[src/rtl/coin_acceptor.sv]
// Coin sensor front end: synchronises the 5 Rs / 10 Rs lines, debounces them and
// emits one single-cycle coin code per physical coin, holding it while downstream is busy.
module coin_acceptor #(
   parameter int DEBOUNCE = 8,
   parameter int CNT_W    = 8
) (
   input  logic             clk,
   input  logic             reset,
   input  logic             raw_5,
   input  logic             raw_10,
   input  logic             hold,
   output logic [1:0]       coin,
   output logic             reject,
   output logic             busy,
   output logic [CNT_W-1:0] accepted_cnt
);

   // state   | meaning
   // IDLE    | armed, waiting for a sensor line
   // QUAL    | one line high, counting stable samples of the candidate
   // PEND    | coin qualified, waiting for hold to drop
   // RELEASE | waiting for both lines low for DEBOUNCE samples before re-arming
   typedef enum logic [1:0] {IDLE, QUAL, PEND, RELEASE} state_t;

   localparam logic [CNT_W-1:0] DEB_TC = CNT_W'(DEBOUNCE);
   localparam logic [CNT_W-1:0] ONE    = CNT_W'(1);

   state_t           state, state_nxt;
   logic [1:0]       sync_5, sync_10;
   logic             s5, s10;
   logic [1:0]       pattern;
   logic [CNT_W-1:0] deb_cnt, deb_cnt_nxt;
   logic [1:0]       cand, cand_nxt;
   logic [1:0]       coin_nxt;
   logic             reject_nxt;
   logic             qualified;

   assign s5      = sync_5[1];
   assign s10     = sync_10[1];
   assign pattern = {s10, s5};

   // deb_cnt is a down-counter holding the samples still needed; terminal count is 1
   assign qualified = (state == QUAL) && (pattern == cand) && (deb_cnt == ONE);

   always_ff @(posedge clk) begin
      if (reset) begin
         sync_5       <= 2'b00;
         sync_10      <= 2'b00;
         state        <= IDLE;
         deb_cnt      <= '0;
         cand         <= 2'b00;
         coin         <= 2'b00;
         reject       <= 1'b0;
         busy         <= 1'b0;
         accepted_cnt <= '0;
      end else begin
         sync_5  <= {sync_5[0], raw_5};
         sync_10 <= {sync_10[0], raw_10};
         state   <= state_nxt;
         deb_cnt <= deb_cnt_nxt;
         cand    <= cand_nxt;
         coin    <= coin_nxt;
         reject  <= reject_nxt;
         busy    <= (state_nxt != IDLE);
         if (coin_nxt != 2'b00)
            accepted_cnt <= accepted_cnt + ONE;
      end
   end

   always_comb begin
      state_nxt   = state;
      deb_cnt_nxt = deb_cnt;
      cand_nxt    = cand;
      case (state)
         IDLE: begin
            if (s5 && s10) begin
               state_nxt   = RELEASE;
               deb_cnt_nxt = DEB_TC;
            end else if (s5 || s10) begin
               state_nxt   = QUAL;
               cand_nxt    = pattern;
               deb_cnt_nxt = DEB_TC - ONE;
            end
         end
         QUAL: begin
            if (s5 && s10) begin
               state_nxt   = RELEASE;
               deb_cnt_nxt = DEB_TC;
            end else if (pattern == cand) begin
               if (qualified) begin
                  state_nxt   = hold ? PEND : RELEASE;
                  deb_cnt_nxt = DEB_TC;
               end else begin
                  deb_cnt_nxt = deb_cnt - ONE;
               end
            end else begin
               state_nxt   = IDLE;
               deb_cnt_nxt = '0;
            end
         end
         PEND: begin
            if (!hold) begin
               state_nxt   = RELEASE;
               deb_cnt_nxt = DEB_TC;
            end
         end
         RELEASE: begin
            if (s5 || s10) begin
               deb_cnt_nxt = DEB_TC;
            end else if (deb_cnt == ONE) begin
               state_nxt   = IDLE;
               deb_cnt_nxt = '0;
            end else begin
               deb_cnt_nxt = deb_cnt - ONE;
            end
         end
         default: begin
            state_nxt   = IDLE;
            deb_cnt_nxt = '0;
         end
      endcase
   end

   always_comb begin
      coin_nxt   = 2'b00;
      reject_nxt = 1'b0;
      case (state)
         IDLE:    reject_nxt = s5 && s10;
         QUAL: begin
            reject_nxt = s5 && s10;
            if (qualified && !hold)
               coin_nxt = cand;
         end
         PEND:    if (!hold) coin_nxt = cand;
         default: ;
      endcase
   end

endmodule

[config.mk]
export PLATFORM = sky130hd
export DESIGN_NAME = coin_acceptor
export DESIGN_NICKNAME = d
export VERILOG_FILES = /design/src/rtl/coin_acceptor.sv
export SDC_FILE = /design/constraint.sdc
export NUM_CORES = 1
export LEC_CHECK = 0
export CORE_MARGIN = 4
export CORE_UTILIZATION = 50
export DETAILED_ROUTE_END_ITERATION = 12
export GPL_TIMING_DRIVEN = 0
export PLACE_DENSITY = 0.72
export SETUP_SLACK_MARGIN = 0.1
export SLEW_MARGIN = 25
export SYNTH_ARGS = -nofsm -noshare
export SYNTH_HDL_FRONTEND = slang
export SYNTH_SLANG_ARGS = --single-unit
[constraint.sdc]
create_clock -name clk -period 3.3 [get_ports clk]
set_input_delay 0.33 -clock clk [delete_from_list [all_inputs] [get_ports clk]]
set_output_delay 0.33 -clock clk [all_outputs]
set_load 0.05 [all_outputs]
* Word-level counts from Yosys, hierarchy flattened
Cells that the tools add are included.
** Storage, ports and cells
- Bits in registers :: 28
- Bits of input ports :: 5
- Output and inout bits :: 12
- Logic and storage cells :: 55
** Operators by class
- Add/subtract/negate cells :: 2
- Equality and inequality tests :: 7
- Multiplexer cells :: 22
- Bitwise gates (word level) :: 2
- Reduce and logical (&&, ||, !) cells :: 13
** Operator list (count)
- 8-bit 2-to-1 mux :: 8
- 8-bit one-hot mux with 4 select lines :: 1
- 2-bit 2-to-1 mux :: 10
- 8-bit by 1-bit adder with 8-bit output (second input constant) :: 1
- 8-bit by 1-bit equality test with 1-bit output (second input constant) :: 1
- 2-bit one-hot mux with 4 select lines :: 1
- 8-bit by 1-bit subtractor with 8-bit output (second input constant) :: 1
- 2-bit equality test (second input constant) :: 2
- 1-bit logical AND :: 4
- 2-bit one-hot mux with 2 select lines :: 1
- 2-bit nonzero test :: 2
- 2-bit OR reduction :: 2
- 3-bit != test (second input constant) :: 1
- 3-bit AND reduction :: 1
- 2-bit by 1-bit equality test with 1-bit output (second input constant) :: 1
- 2-bit equality test :: 1
- 2-bit zero test :: 1
- 2-bit != test (second input constant) :: 1
- 1-bit inverter :: 2
- 2-bit AND reduction :: 1
- 1-bit zero test :: 1
- 1-bit logical OR :: 1
- 1-bit 2-to-1 mux :: 1

* Depth between registers and ports, before layout
- Depth after elaboration :: 8
- Mapped depth :: 8
- Depth with buffers taken out :: 7

* Worst setup path before layout
Ideal clock, no wire load.
- Kind :: flip-flop to flip-flop
- From :: register state[1]
- To :: register accepted_cnt[6]
- Setup time :: 0.071 ns
- Arrival time :: 1.823 ns
- Data required time :: 3.229 ns
- Path slack :: 1.407 ns
- Cell stages (with the launch flop) :: 9
- Path buffers :: 1
- Period minus slack after synthesis :: 1.893 ns
- Cells stage by stage :: dfxtp_1 > inv_1 > ha_1 > nor4b_1 > and4_1 > buf_6 > o211ai_4 > or4_1 > a21oi_1
** Between the ends
- Word-level cells in the longest chain between the ends :: 7
- Elaborated cells between the ends (all ways) :: 8
- Classes of those cells :: 2 x eq/ne; 2 x mux; 4 x reduce/logical
** Ends and longest elaborated chain
- from (decl) :: RTL line 28 : state_t state, state_nxt;
- from (signal assigned) :: RTL line 59 : state <= state_nxt;
- 2-bit by 1-bit equality test with 1-bit output :: RTL line 43, 127
- 1-bit logical AND (2 in a row) :: RTL line 43 : assign qualified = (state == QUAL) && (pattern == cand) && (deb_cnt == ONE);
- 1-bit logical AND :: RTL line 131 : if (qualified && !hold)
- 2-bit 2-to-1 mux :: RTL line 131
- 2-bit one-hot mux with 2 select lines (*) :: RTL line 127 : case (state)
- 2-bit nonzero test (*) :: RTL line 65 : if (coin_nxt != 2'b00)
- to (signal assigned) :: RTL line 66 : accepted_cnt <= accepted_cnt + ONE;
- to (decl) :: RTL line 15 : output logic [CNT_W-1:0] accepted_cnt
Mark *: on every way between the ends. The rest lies on a longest branch, timed or not.
A chain may end at the register's enable or synchronous reset.

* Final worst setup path
- From :: register state[0]
- To :: register deb_cnt[5]
** Between the ends
- Word-level cells in the longest chain between the ends :: 7
- Elaborated cells between the ends (all ways) :: 13
- Classes of those cells :: 5 x eq/ne; 4 x mux; 4 x reduce/logical
** Ends and longest elaborated chain
- 2-bit by 1-bit equality test with 1-bit output :: RTL line 43, 74
- 1-bit logical AND (2 in a row) :: RTL line 43
- 8-bit 2-to-1 mux :: RTL line 90 : if (qualified) begin
- 8-bit 2-to-1 mux :: RTL line 89 : end else if (pattern == cand) begin
- 8-bit 2-to-1 mux :: RTL line 86 : if (s5 && s10) begin
- 8-bit one-hot mux with 4 select lines :: RTL line 74 : case (state)
- to (signal assigned) :: RTL line 60 : deb_cnt <= deb_cnt_nxt;
- to (decl) :: RTL line 32 : logic [CNT_W-1:0] deb_cnt, deb_cnt_nxt;
Parallel ways exist; a longest one is shown, timed or not.

==> impl_metrics.env <==
export IMPL_slew_violations=0
export IMPL_rsz0062_at_grt="false"
export IMPL_drive_gt1_share_pct=6.06
export IMPL_synth_warning_count=0
export IMPL_syn_avg_cell_area_um2=8.67
export IMPL_syn_inst=178
export IMPL_synth_ff_latch_count=28
export IMPL_p_sw_w=0.000513
export IMPL_routed_wl_um=3420
export IMPL_grt_ovfl_total=0
export IMPL_required_ps=3580
export IMPL_first_global_vias=1280
export IMPL_numPlacedInstances=225
export IMPL_power_internal_w=0.000750
export IMPL_hpwl_um=2480
export IMPL_fin_crit_ps=2260
export IMPL_holdWs_ps=459
export IMPL_yosysSeqAreaShare_pct=36.3
export IMPL_synth_distinct_cells=48
export IMPL_slowest_delay_ps=580
export IMPL_nets=213
export IMPL_dp_worst_setup_slack_ps=1140
export IMPL_io_buffers=16
export IMPL_htreeDepth=1
export IMPL_std_cell_rows=19
export IMPL_path_class="register to register"
export IMPL_grt_pass1_wl_um=5860
export IMPL_worst_pin_slew_ps=630
export IMPL_cts_tree="done"
export IMPL_drtIter0Drc=74
export IMPL_start_util_pct=54.1
export IMPL_clock_sinks=28
export IMPL_viasPerCell=5.98
export IMPL_cts_root_buf="clkbuf_4"
export IMPL_clockBufferDepth=2
export IMPL_powerDensity_mw_per_mm2=704
export IMPL_p_seq_share_pct=34.8
export IMPL_post_cts_buffers=0
export IMPL_fp_dieH_um=63.6
export IMPL_grt_max_degree=17
export IMPL_cp_slowest_cell="a22oi_1"
export IMPL_switching_share_pct=40.6
export IMPL_arrival_ps=2550
export IMPL_finalCritPeriodShare_pct=68.6
export IMPL_syn_to_final_growth_pct=16.3
export IMPL_setup_tns_ps=0
export IMPL_hold_class="register to register"
export IMPL_insertion_delay_ps=340
export IMPL_fin_worst_skew_ps=1.86
export IMPL_p_total_w=0.00126
export IMPL_final_common_cell="dfxtp_1"
export IMPL_io_pins=17
export IMPL_crit_path_start_kind="register"
export IMPL_core_area_mm2=0.00285
export IMPL_end_kind="register"
export IMPL_syn_nets=192
export IMPL_status="complete, no violations"
export IMPL_firstDrtPassIters=4
export IMPL_avgRoutedWirePerCell_um=14.9
export IMPL_post_cts_resized=0
export IMPL_path_cells="inv_1, ha_1, clkbuf_1, a22oi_1, nand3_1, or2_2, a31oi_1"
export IMPL_route_detailed_drc=0
export IMPL_track_usage_pct=17.9
export IMPL_final_cells=229
export IMPL_die_area_mm2=0.00404
export IMPL_clkPwrFrac_pct=18.3
export IMPL_cts_clk_slew_worst_paths_ps=150
export IMPL_antenna_cells=0
export IMPL_gp_congestion=0.899
export IMPL_vdd_drop_max_mv=0.323
export IMPL_leakagePower_nw=0.638
export IMPL_antenna_left=0
export IMPL_syn_area_mm2=0.00154
export IMPL_setup_viol=0
export IMPL_clock_fmax_mhz=442
export IMPL_vias=1370
export IMPL_drv_cap=0
export IMPL_layout_common_cells="dfxtp_1, clkdlybuf4s50_1, a21oi_1"
export IMPL_comb_power_share_pct=47.0
export IMPL_antenna_found_initial=0
export IMPL_hold_viol=0
export IMPL_cts_buffers=3
export IMPL_max_slew_margin_pct=58.0
export IMPL_cp_max_fo=10
export IMPL_hold_buffers=0
export IMPL_die_width_um=63.6
export IMPL_timing_final_ws_setup_ps=1040
## routing by layer
metal,global-route usage (%),vias to the layer above,share of wire [%]
li1,-,696,-
met1,23.6,627,49
met2,28.6,42,44
met3,3.73,5,5.6
met4,6.47,0,1.5
met5,0,-,0
## critical path, delay by kind of cell (launching register included)
kind | cells | cell delay, ps
buf+inv | 2 | 330
flops | 1 | 410
compound gates | 2 | 730
simple gates | 2 | 500
fa+ha+maj | 1 | 230
## final timing paths
path | start | to | slack [ps] | cells past startpoint
worst max-delay path | state[0]$_SDFF_PP0_ | deb_cnt[5]$_SDFFE_PP0P_ | 1040 | 7
worst min-delay path | sync_5[0]$_SDFF_PP0_ | sync_5[1]$_SDFF_PP0_ | 460 | 1
worst max register to register | state[0]$_SDFF_PP0_ | deb_cnt[5]$_SDFFE_PP0P_ | 1040 | 7
worst min register to register | sync_5[0]$_SDFF_PP0_ | sync_5[1]$_SDFF_PP0_ | 460 | 1
## kinds of logic after synthesis
kind of cell | count (synthesis) | share of synthesized area (%)
compound gates | 52 | 23.1
mux | 2 | 1.30
buf+inv | 16 | 4.46
flops | 28 | 36.3
fa+ha+maj | 9 | 7.29
simple gates | 66 | 24.7
xor+xnor | 5 | 2.84
## power groups by stage
| stage | clock (W) | combinational [W] | sequential (W) |
|---|---|---|---|
| detailed placement | 0 | 0.000583 | 0.000445 |
| CTS | 0.000232 | 0.000588 | 0.000438 |
| floorplan | 0 | 0.000447 | 0.000451 |
| finish | 0.000231 | 0.000593 | 0.000439 |
| global route | 0.000252 | 0.000660 | 0.000445 |
| global placement | 0 | 0.000573 | 0.000443 |
## cells in the mapped netlist (all sizes together)
| master | instances | area [um2] |
|---|---|---|
| o21a | 5 | 37.5 |
| or3 | 4 | 25.0 |
| and3 | 1 | 6.26 |
| xor2 | 3 | 26.3 |
| nor4 | 2 | 12.5 |
| a21oi | 13 | 65.1 |
| nor2b | 6 | 37.5 |
| and4 | 2 | 17.5 |
| nand3b | 1 | 7.51 |
| nand4 | 2 | 12.5 |
| nand2 | 11 | 41.3 |
| nor2 | 10 | 37.5 |
| o211ai | 4 | 43.8 |
| o21ai | 8 | 43.8 |
| a311o | 1 | 10.0 |
| nor3 | 5 | 25.0 |
| mux2i | 2 | 20.0 |
| or2 | 2 | 12.5 |
| dfxtp | 28 | 561 |
| o32ai | 1 | 8.76 |
| o221ai | 1 | 8.76 |
| nand2b | 5 | 31.3 |
| buf | 3 | 20.0 |
| nor3b | 3 | 22.5 |
| a22o | 1 | 8.76 |
| or4 | 2 | 15.0 |
| nand3 | 6 | 30.0 |
| a2bb2oi | 1 | 8.76 |
| o31ai | 4 | 30.0 |
| a211oi | 3 | 22.5 |
| ha | 9 | 113 |
| clkbuf | 4 | 15.0 |
| o21bai | 1 | 7.51 |
| a22oi | 2 | 15.0 |
| xnor2 | 2 | 17.5 |
| or2b | 1 | 7.51 |
| o41ai | 1 | 8.76 |
| o22ai | 1 | 6.26 |
| a31oi | 5 | 31.3 |
| inv | 9 | 33.8 |
| nor4b | 2 | 32.5 |
| and2 | 1 | 7.51 |
## state kept, by name, summed over array words and instances (netlist names)
register and flops:
reject 1, accepted_cnt 8, sync_10 2, cand 2, busy 1, sync_5 2
state 2, deb_cnt 8, coin 2
## stage by stage
stage	util, %	area, um2
floorplan	-	1540
global placement	61.1	1740
detailed placement	61.1	1740
CTS	62.9	1800
global route	62.9	1800
finish	62.9	1800
## area by class of cell
class | count | area [um2]
plain buffers | 7 | 35.0
flip-flops and latches | 28 | 561
clock inverters | 1 | 30.0
fillers | 248 | 1060
well taps | 31 | 38.8
clock buffers | 3 | 22.5
repair buffers | 16 | 160
inverters | 9 | 33.8
multi-input cells | 134 | 915
Note: power is estimated with default switching activity, not from simulation.
